==> src/rtl/alu_issue_stage_if.sv <==
// Request, ALU pin and response bundle for alu_issue_stage.
// slave = issue stage view, master = sequencer/ALU side view.
interface alu_issue_stage_if #(
  parameter int OP_WIDTH  = 8,
  parameter int CMD_WIDTH = 4,
  parameter int DEPTH     = 8
);
  localparam int RW = 2*OP_WIDTH+1;
  localparam int CW = $clog2(DEPTH)+1;

  logic                 req_valid;
  logic                 req_ready;
  logic                 req_mode;
  logic [CMD_WIDTH-1:0] req_cmd;
  logic                 req_cin;
  logic [1:0]           req_inp_valid;
  logic [OP_WIDTH-1:0]  req_opa;
  logic [OP_WIDTH-1:0]  req_opb;

  logic                 CE;
  logic                 MODE;
  logic                 CIN;
  logic [CMD_WIDTH-1:0] CMD;
  logic [1:0]           INP_VALID;
  logic [OP_WIDTH-1:0]  OPA;
  logic [OP_WIDTH-1:0]  OPB;

  logic [RW-1:0]        RES;
  logic                 ERR;
  logic                 OFLOW;
  logic                 COUT;
  logic                 G;
  logic                 L;
  logic                 E;

  logic                 rsp_valid;
  logic [RW-1:0]        rsp_res;
  logic [5:0]           rsp_flags;
  logic [CW-1:0]        fifo_count;

  modport slave (
    input  req_valid, req_mode, req_cmd, req_cin,
    input  req_inp_valid, req_opa, req_opb,
    output req_ready,
    output CE, MODE, CIN, CMD, INP_VALID, OPA, OPB,
    input  RES, ERR, OFLOW, COUT, G, L, E,
    output rsp_valid, rsp_res, rsp_flags, fifo_count
  );

  modport master (
    output req_valid, req_mode, req_cmd, req_cin,
    output req_inp_valid, req_opa, req_opb,
    input  req_ready,
    input  CE, MODE, CIN, CMD, INP_VALID, OPA, OPB,
    output RES, ERR, OFLOW, COUT, G, L, E,
    input  rsp_valid, rsp_res, rsp_flags, fifo_count
  );
endinterface

==> src/rtl/alu_issue_stage.sv <==
// ALU issue stage: request FIFO, one-at-a-time issue, latency wait, capture.
// ALU_ISSUE_PRECHECK_EN: reject malformed requests locally with ERR.
module alu_issue_stage #(
  parameter int OP_WIDTH  = 8,
  parameter int CMD_WIDTH = 4,
  parameter int DEPTH     = 8,
  parameter int LAT       = 1,
  parameter int MULT_LAT  = 2,
  parameter int TO_LAT    = 17
) (
  input logic              CLK,
  input logic              RST,
  alu_issue_stage_if.slave bus
);
  localparam int AW = $clog2(DEPTH);
  localparam int CW = AW+1;
  localparam int RW = 2*OP_WIDTH+1;
  localparam int NW = $clog2(TO_LAT+MULT_LAT+LAT+1);

  typedef enum logic [1:0] {IDLE, ISSUE, WAIT, CAPT} state_e;

  typedef struct packed {
    logic                 mode;
    logic [CMD_WIDTH-1:0] cmd;
    logic                 cin;
    logic [1:0]           iv;
    logic [OP_WIDTH-1:0]  opa;
    logic [OP_WIDTH-1:0]  opb;
  } req_t;

  state_e        state_q, state_d;
  logic [AW-1:0] wr_ptr_q, wr_ptr_d;
  logic [AW-1:0] rd_ptr_q, rd_ptr_d;
  logic [CW-1:0] count_q, count_d;
  req_t          iss_q, iss_d;
  logic [NW-1:0] cnt_q, cnt_d;
  logic          rsp_valid_q, rsp_valid_d;
  logic [RW-1:0] rsp_res_q, rsp_res_d;
  logic [5:0]    rsp_flags_q, rsp_flags_d;

  req_t          mem_q [DEPTH];
  req_t          req_w;
  req_t          head;
  logic          ready;
  logic          push;
  logic          pop;
  logic          reject;
  logic          is_mult;
  logic [NW-1:0] lat_sel;

  assign req_w = '{
    mode: bus.req_mode,
    cmd:  bus.req_cmd,
    cin:  bus.req_cin,
    iv:   bus.req_inp_valid,
    opa:  bus.req_opa,
    opb:  bus.req_opb
  };

  assign head  = mem_q[rd_ptr_q];
  assign ready = !RST && (count_q < CW'(DEPTH));
  assign push  = bus.req_valid && ready;
  assign pop   = (state_q == IDLE) && (count_q != '0);

`ifdef ALU_ISSUE_PRECHECK_EN
  assign reject = (head.iv == 2'b00)
               || ( head.mode && (head.cmd > CMD_WIDTH'(10)))
               || (!head.mode && (head.cmd > CMD_WIDTH'(13)));
`else
  assign reject = 1'b0;
`endif

  assign is_mult = iss_q.mode
                && ((iss_q.cmd == CMD_WIDTH'(9))
                 || (iss_q.cmd == CMD_WIDTH'(10)));

  // Half-valid operands make the ALU sit out its own timeout.
  always_comb begin
    lat_sel = NW'(LAT);
    if (iss_q.iv == 2'b01 || iss_q.iv == 2'b10)
      lat_sel = NW'(TO_LAT);
    else if (is_mult)
      lat_sel = NW'(MULT_LAT);
  end

  always_comb begin
    state_d     = state_q;
    wr_ptr_d    = wr_ptr_q + AW'(push);
    rd_ptr_d    = rd_ptr_q + AW'(pop);
    count_d     = count_q + CW'(push) - CW'(pop);
    iss_d       = iss_q;
    cnt_d       = cnt_q;
    rsp_valid_d = 1'b0;
    rsp_res_d   = rsp_res_q;
    rsp_flags_d = rsp_flags_q;
    unique case (state_q)
      IDLE: begin
        if (pop) begin
          if (reject) begin
            state_d     = CAPT;
            rsp_valid_d = 1'b1;
            rsp_res_d   = '0;
            rsp_flags_d = 6'b100000;
          end else begin
            iss_d   = head;
            state_d = ISSUE;
          end
        end
      end
      ISSUE: begin
        cnt_d   = lat_sel;
        state_d = WAIT;
      end
      WAIT: begin
        if (cnt_q <= NW'(1)) begin
          state_d     = CAPT;
          rsp_valid_d = 1'b1;
          rsp_res_d   = bus.RES;
          rsp_flags_d = {bus.ERR, bus.OFLOW, bus.COUT,
                         bus.G, bus.L, bus.E};
        end else begin
          cnt_d = cnt_q - NW'(1);
        end
      end
      CAPT: state_d = IDLE;
      default: state_d = IDLE;
    endcase
  end

  always_ff @(posedge CLK or posedge RST) begin
    if (RST) begin
      state_q     <= IDLE;
      wr_ptr_q    <= '0;
      rd_ptr_q    <= '0;
      count_q     <= '0;
      iss_q       <= '0;
      cnt_q       <= '0;
      rsp_valid_q <= 1'b0;
      rsp_res_q   <= '0;
      rsp_flags_q <= '0;
    end else begin
      state_q     <= state_d;
      wr_ptr_q    <= wr_ptr_d;
      rd_ptr_q    <= rd_ptr_d;
      count_q     <= count_d;
      iss_q       <= iss_d;
      cnt_q       <= cnt_d;
      rsp_valid_q <= rsp_valid_d;
      rsp_res_q   <= rsp_res_d;
      rsp_flags_q <= rsp_flags_d;
    end
  end

  always_ff @(posedge CLK) begin
    if (push)
      mem_q[wr_ptr_q] <= req_w;
  end

  assign bus.req_ready  = ready;
  assign bus.fifo_count = count_q;
  assign bus.CE         = (state_q == ISSUE) || (state_q == WAIT);
  assign bus.MODE       = iss_q.mode;
  assign bus.CMD        = iss_q.cmd;
  assign bus.CIN        = iss_q.cin;
  assign bus.INP_VALID  = iss_q.iv;
  assign bus.OPA        = iss_q.opa;
  assign bus.OPB        = iss_q.opb;
  assign bus.rsp_valid  = rsp_valid_q;
  assign bus.rsp_res    = rsp_res_q;
  assign bus.rsp_flags  = rsp_flags_q;
endmodule

==> src/flat_wrapper.sv <==
// flat-port wrapper written by rule: the top's interface ports become plain ports
module alu_issue_stage_flat 
#(
  parameter int OP_WIDTH  = 8,
  parameter int CMD_WIDTH = 4,
  parameter int DEPTH     = 8,
  parameter int LAT       = 1,
  parameter int MULT_LAT  = 2,
  parameter int TO_LAT    = 17
)
  (CLK, RST, bus_req_valid, bus_req_mode, bus_req_cmd, bus_req_cin, bus_req_inp_valid, bus_req_opa, bus_req_opb, bus_req_ready, bus_CE, bus_MODE, bus_CIN, bus_CMD, bus_INP_VALID, bus_OPA, bus_OPB, bus_RES, bus_ERR, bus_OFLOW, bus_COUT, bus_G, bus_L, bus_E, bus_rsp_valid, bus_rsp_res, bus_rsp_flags, bus_fifo_count);
  alu_issue_stage_if #(.OP_WIDTH(OP_WIDTH), .CMD_WIDTH(CMD_WIDTH), .DEPTH(DEPTH)) bus_i ();
  input logic CLK;
  input logic RST;
  input wire logic [$bits(bus_i.req_valid)-1:0] bus_req_valid;
  input wire logic [$bits(bus_i.req_mode)-1:0] bus_req_mode;
  input wire logic [$bits(bus_i.req_cmd)-1:0] bus_req_cmd;
  input wire logic [$bits(bus_i.req_cin)-1:0] bus_req_cin;
  input wire logic [$bits(bus_i.req_inp_valid)-1:0] bus_req_inp_valid;
  input wire logic [$bits(bus_i.req_opa)-1:0] bus_req_opa;
  input wire logic [$bits(bus_i.req_opb)-1:0] bus_req_opb;
  output wire logic [$bits(bus_i.req_ready)-1:0] bus_req_ready;
  output wire logic [$bits(bus_i.CE)-1:0] bus_CE;
  output wire logic [$bits(bus_i.MODE)-1:0] bus_MODE;
  output wire logic [$bits(bus_i.CIN)-1:0] bus_CIN;
  output wire logic [$bits(bus_i.CMD)-1:0] bus_CMD;
  output wire logic [$bits(bus_i.INP_VALID)-1:0] bus_INP_VALID;
  output wire logic [$bits(bus_i.OPA)-1:0] bus_OPA;
  output wire logic [$bits(bus_i.OPB)-1:0] bus_OPB;
  input wire logic [$bits(bus_i.RES)-1:0] bus_RES;
  input wire logic [$bits(bus_i.ERR)-1:0] bus_ERR;
  input wire logic [$bits(bus_i.OFLOW)-1:0] bus_OFLOW;
  input wire logic [$bits(bus_i.COUT)-1:0] bus_COUT;
  input wire logic [$bits(bus_i.G)-1:0] bus_G;
  input wire logic [$bits(bus_i.L)-1:0] bus_L;
  input wire logic [$bits(bus_i.E)-1:0] bus_E;
  output wire logic [$bits(bus_i.rsp_valid)-1:0] bus_rsp_valid;
  output wire logic [$bits(bus_i.rsp_res)-1:0] bus_rsp_res;
  output wire logic [$bits(bus_i.rsp_flags)-1:0] bus_rsp_flags;
  output wire logic [$bits(bus_i.fifo_count)-1:0] bus_fifo_count;
  assign bus_i.req_valid = bus_req_valid;
  assign bus_i.req_mode = bus_req_mode;
  assign bus_i.req_cmd = bus_req_cmd;
  assign bus_i.req_cin = bus_req_cin;
  assign bus_i.req_inp_valid = bus_req_inp_valid;
  assign bus_i.req_opa = bus_req_opa;
  assign bus_i.req_opb = bus_req_opb;
  assign bus_req_ready = bus_i.req_ready;
  assign bus_CE = bus_i.CE;
  assign bus_MODE = bus_i.MODE;
  assign bus_CIN = bus_i.CIN;
  assign bus_CMD = bus_i.CMD;
  assign bus_INP_VALID = bus_i.INP_VALID;
  assign bus_OPA = bus_i.OPA;
  assign bus_OPB = bus_i.OPB;
  assign bus_i.RES = bus_RES;
  assign bus_i.ERR = bus_ERR;
  assign bus_i.OFLOW = bus_OFLOW;
  assign bus_i.COUT = bus_COUT;
  assign bus_i.G = bus_G;
  assign bus_i.L = bus_L;
  assign bus_i.E = bus_E;
  assign bus_rsp_valid = bus_i.rsp_valid;
  assign bus_rsp_res = bus_i.rsp_res;
  assign bus_rsp_flags = bus_i.rsp_flags;
  assign bus_fifo_count = bus_i.fifo_count;
  alu_issue_stage #(.OP_WIDTH(OP_WIDTH), .CMD_WIDTH(CMD_WIDTH), .DEPTH(DEPTH), .LAT(LAT), .MULT_LAT(MULT_LAT), .TO_LAT(TO_LAT)) u_core (.CLK(CLK), .RST(RST), .bus(bus_i));
endmodule
==> config.mk <==
export PLATFORM = sky130hd
export DESIGN_NAME = alu_issue_stage_flat
export DESIGN_NICKNAME = d
export VERILOG_FILES = /design/src/rtl/alu_issue_stage_if.sv /design/src/rtl/alu_issue_stage.sv /design/src/flat_wrapper.sv
export SDC_FILE = /design/constraint.sdc
export NUM_CORES = 1
export LEC_CHECK = 0
export ABC_CLOCK_PERIOD_IN_PS = 4100
export CORE_ASPECT_RATIO = 0.8
export CORE_MARGIN = 4
export CORE_UTILIZATION = 60
export CTS_CLUSTER_DIAMETER = 60
export CTS_CLUSTER_SIZE = 28
export DETAILED_ROUTE_END_ITERATION = 7
export DONT_BUFFER_PORTS = 1
export PLACE_DENSITY = 0.76
export SLEW_MARGIN = 20
export SYNTH_ARGS = -nofsm -noshare
export SYNTH_HDL_FRONTEND = slang
export SYNTH_SLANG_ARGS = --single-unit
==> constraint.sdc <==
create_clock -name CLK -period 4.1 [get_ports CLK]
set_clock_uncertainty 0.2 [all_clocks]
set_input_delay 0.82 -clock CLK [delete_from_list [all_inputs] [get_ports CLK]]
set_output_delay 0.82 -clock CLK [all_outputs]
set_load 0.02 [all_outputs]
==> impl_metrics.csv <==
group,metric,value,unit
synthesis,synth_top_area_share,57.9,%
synthesis,syn_area,9960,sq um
synthesis,synthFlopType,"edfxtp_1",
die,die_w,152,um
die,start_util,62.2,%
cts,postCtsResizedCells,0,
die,coreArea,16000,sq um
setup_path,crit_required,4080,ps
sta,whs,160,ps
grt,grt.overflow.total,0,
pwr,p_int,4.95,mW
sta,slew_headroom,46.7,%
pwr,clkPwrFrac,20.5,%
sta,rsz0062_at_grt,"no",
sta,setup_viol,0,
sta,fin_tns_setup,0,ps
setup_path,crit_arrival,2660,ps
synthesis,avgSynthCellArea,19.6,sq um
layout,drive_above_1_share,23.3,%
pwr,powerDensity,690,nW/um^2
routing,wirelength,17.3,mm
cts,post_cts.repair.setup_buffers,0,
cts,cts_tree,"yes",
setup_path,r2r_slack,1420,ps
grt,grt_start_max_net_pins,50,
setup_path,critPathMaxStageDelay,540,ps
routing,antenna_left,0,
sta,tightest_slew,795,ps
placed_design,gp_congestion,0.739,
die,die_y,123,um
grt,antenna_found_initial,0,
setup_path,end_kind,"register",
cts,cts-buffers-inserted,14,
cts,cts_num_sinks,257,
placed_design,place_inst,718,
setup_path,rr_endpoint,"u_core.mem_q[0][22]",
setup_path,worstRegToRegCells,5,
die,core.rowCount,41,
cts,path_clk_slew,100,ps
cts,cts_hold_buf,0,
synthesis,synth_nets,575,
cts,cts_root_buffer,"clkbuf_16",
pwr,swShare,33.2,%
synthesis,synthDistinctLibCells,40,
placed_design,place_worst_setup_slack,1090,ps
routing,drt_iter0_drc,328,
setup_path,path_cells,"nor2_1 > and2_1 > nand2b_1 > nor3_2 > buf_12",
setup_path,critPathLaunchType,"register",
layout,num-nets-final,585,
pwr,power_switching,2.46,mW
sta,period_share,65.3,%
synthesis,synth_edf_count,192,
cts,htreeDepth,1,
synthesis,async_reset_ff_share,25.3,%
synthesis,synth_area_leaders,"edfxtp_1, dfrtp_1, mux4_2",
sta,fmax,373,MHz
run_status,status,"completed",
sta,fin_crit,2680,ps
grt,grt_pass1_vias,4849,
layout,areaGrowthSynthToFinish,7.84,%
routing,dr_total_vias,4462,
synthesis,ys_warn_count,0,
cts,clockBufferDepth,3,
synthesis,synthCells,509,
pwr,p_leak,3.79,nW
synthesis,ys_ff_latch,257,
routing,drc,0,
setup_path,path_class,"register to register",
layout,layoutNonFillerInstCount,742,
setup_path,worstReg2RegStart,"u_core.bus.fifo_count[3]",
routing,wl_per_cell,23.3,um
sta,drv_slew,0,
cts,clock_latency,480,ps
layout,diodes,0,
grt,grt_util_all_layers,19.4,%
die,die-area,18700,sq um
pwr,p_comb_share,25.6,%
sta,hold_violations,0,
routing,via_per_inst,6.01,
routing,dr.pass1.iters,4,
synthesis,synth_top_area_cell,"edfxtp_1",
setup_path,crit_slowest_cell,"nor3_2",
setup_path,crit_path_max_fanout,19,
pwr,ir_drop,0.423,mV
pwr,seqPwrFrac,53.9,%
die,ios,104,
sta,setup_slack,1420,ps
placed_design,io_buffers,0,
synthesis,synth.yosys.seq_area_share,74.2,%
grt,grt_pass1_wl,28.1,mm
placed_design,dpl.hpwl,11.2,mm
flow_run,maxCapViolCount,0,
hold_path,hold_path_class,"input port to async pin",
==> Yosys cell counts, types with 2 or more instances <==
cell type / number
xor2_1: 4
nand4b_1: 2
o31ai_1: 2
o21ai_1: 21
nor3_1: 2
dfrtp_1: 65
buf_2: 8
clkbuf_1: 6
o21ai_0: 6
nand2b_1: 4
edfxtp_1: 192
buf_6: 5
mux4_2: 48
inv_1: 16
a21oi_1: 2
mux2i_1: 25
xnor2_1: 2
nor2_1: 11
nand2_1: 28
a31oi_1: 2
mux2_2: 24
nand3_1: 2
ha_1: 15
==> power groups by stage <==
stage                     Clock [mW]  Combinational, mW  Sequential, mW
after global placement             0               1.85            4.05
final                           1.52               1.89            3.99
after CTS                       1.57               1.94            4.01
after detailed placement           0               1.93            4.07
after floorplan                    0               1.70            3.81
after global routing            1.67               2.12            4.07
==> cells by family after synthesis <==
family	count (synthesis)	share of synthesized area [%]
flip-flops	257	74.2
multiplexers	97	16.1
AND/OR/NAND/NOR	55	2.61
AO/OA/AOI/OAI	41	2.54
buffers and inverters	37	1.91
adder cells (fa/ha/maj)	16	2.09
XOR/XNOR	6	0.528
==> flip-flops by register name (all words and copies together), names as in the netlist <==
name	count
u_core.mem_q	192
u_core.bus.rsp_res	17
u_core.bus.OPA	8
u_core.bus.OPB	8
u_core.bus.rsp_flags	6
u_core.cnt_q	5
u_core.bus.CMD	4
u_core.bus.fifo_count	4
u_core.rd_ptr_q	3
u_core.wr_ptr_q	3
u_core.bus.INP_VALID	2
u_core.state_q	2
u_core.bus.CIN	1
u_core.bus.MODE	1
u_core.bus.rsp_valid	1
==> cell usage in the layout (no fill, tap or decap), drive strengths merged, types with 2 or more instances in the layout <==
cell    synthesis  final
nand3           2      2
clkbuf          6     18
o31ai           2      2
dfrtp          65     65
clkinv          0      3
a31oi           2      2
nand4b          2      2
mux2i          25     25
xor2            4      4
o21ai          27     27
inv            16     18
nor3            3      3
mux4           48     48
edfxtp        192    192
buf            15     15
a21oi           2      2
xnor2           2      2
mux2           24     24
ha             15     15
nand2          28     28
nor2           11     11
nand2b          4      4
==> through the flow <==
step | cell area (sq um) | utilization (%) | total power, mW
final | 10700 | 67.1 | 7.41
after global routing | 10700 | 67.1 | 7.87
after CTS | 10700 | 67.1 | 7.52
after detailed placement | 10300 | 64.2 | 6.00
after global placement | 10300 | 64.2 | 5.90
after floorplan | 9960 | - | 5.51
==> worst max-delay path by stage <==
stage	from	endpoint	slack [ps]	cells after the start
floorplan	RST	u_core.mem_q[0][0]	290	4
global placement	RST	u_core.mem_q[4][1]	1140	5
detailed placement	RST	u_core.mem_q[3][0]	1090	5
CTS	u_core.bus.fifo_count[3]	u_core.mem_q[0][19]	1410	5
global route	u_core.bus.fifo_count[3]	u_core.mem_q[3][23]	1320	5
finish	u_core.bus.fifo_count[3]	u_core.mem_q[0][22]	1420	5
==> worst max-delay path: cells and delay by family, from the launching register on <==
family                 cells  cell delay (ps)
flip-flops                 1              480
buffers and inverters      1              260
AND/OR/NAND/NOR            4             1430
==> final cells by class <==
| type | count | area, sq um |
|---|---|---|
| sequential | 257 | 7400 |
| fill | 1056 | 5270 |
| multi-input combinational | 215 | 2410 |
| clock buffer | 18 | 407 |
| tap | 215 | 269 |
| timing repair buffer | 15 | 138 |
| inverter | 16 | 60.1 |
| clock inverter | 6 | 53.8 |
==> layer usage <==
layer  global-route usage [%]  share of wire, %  routed length (um)
met1                     27.5                42                7260
met5                        0                 0                   0
met2                     32.0                48                8360
met3                     4.69               8.1                1400
met4                     3.54               1.4                 245
(Power assumes the default switching activity.)
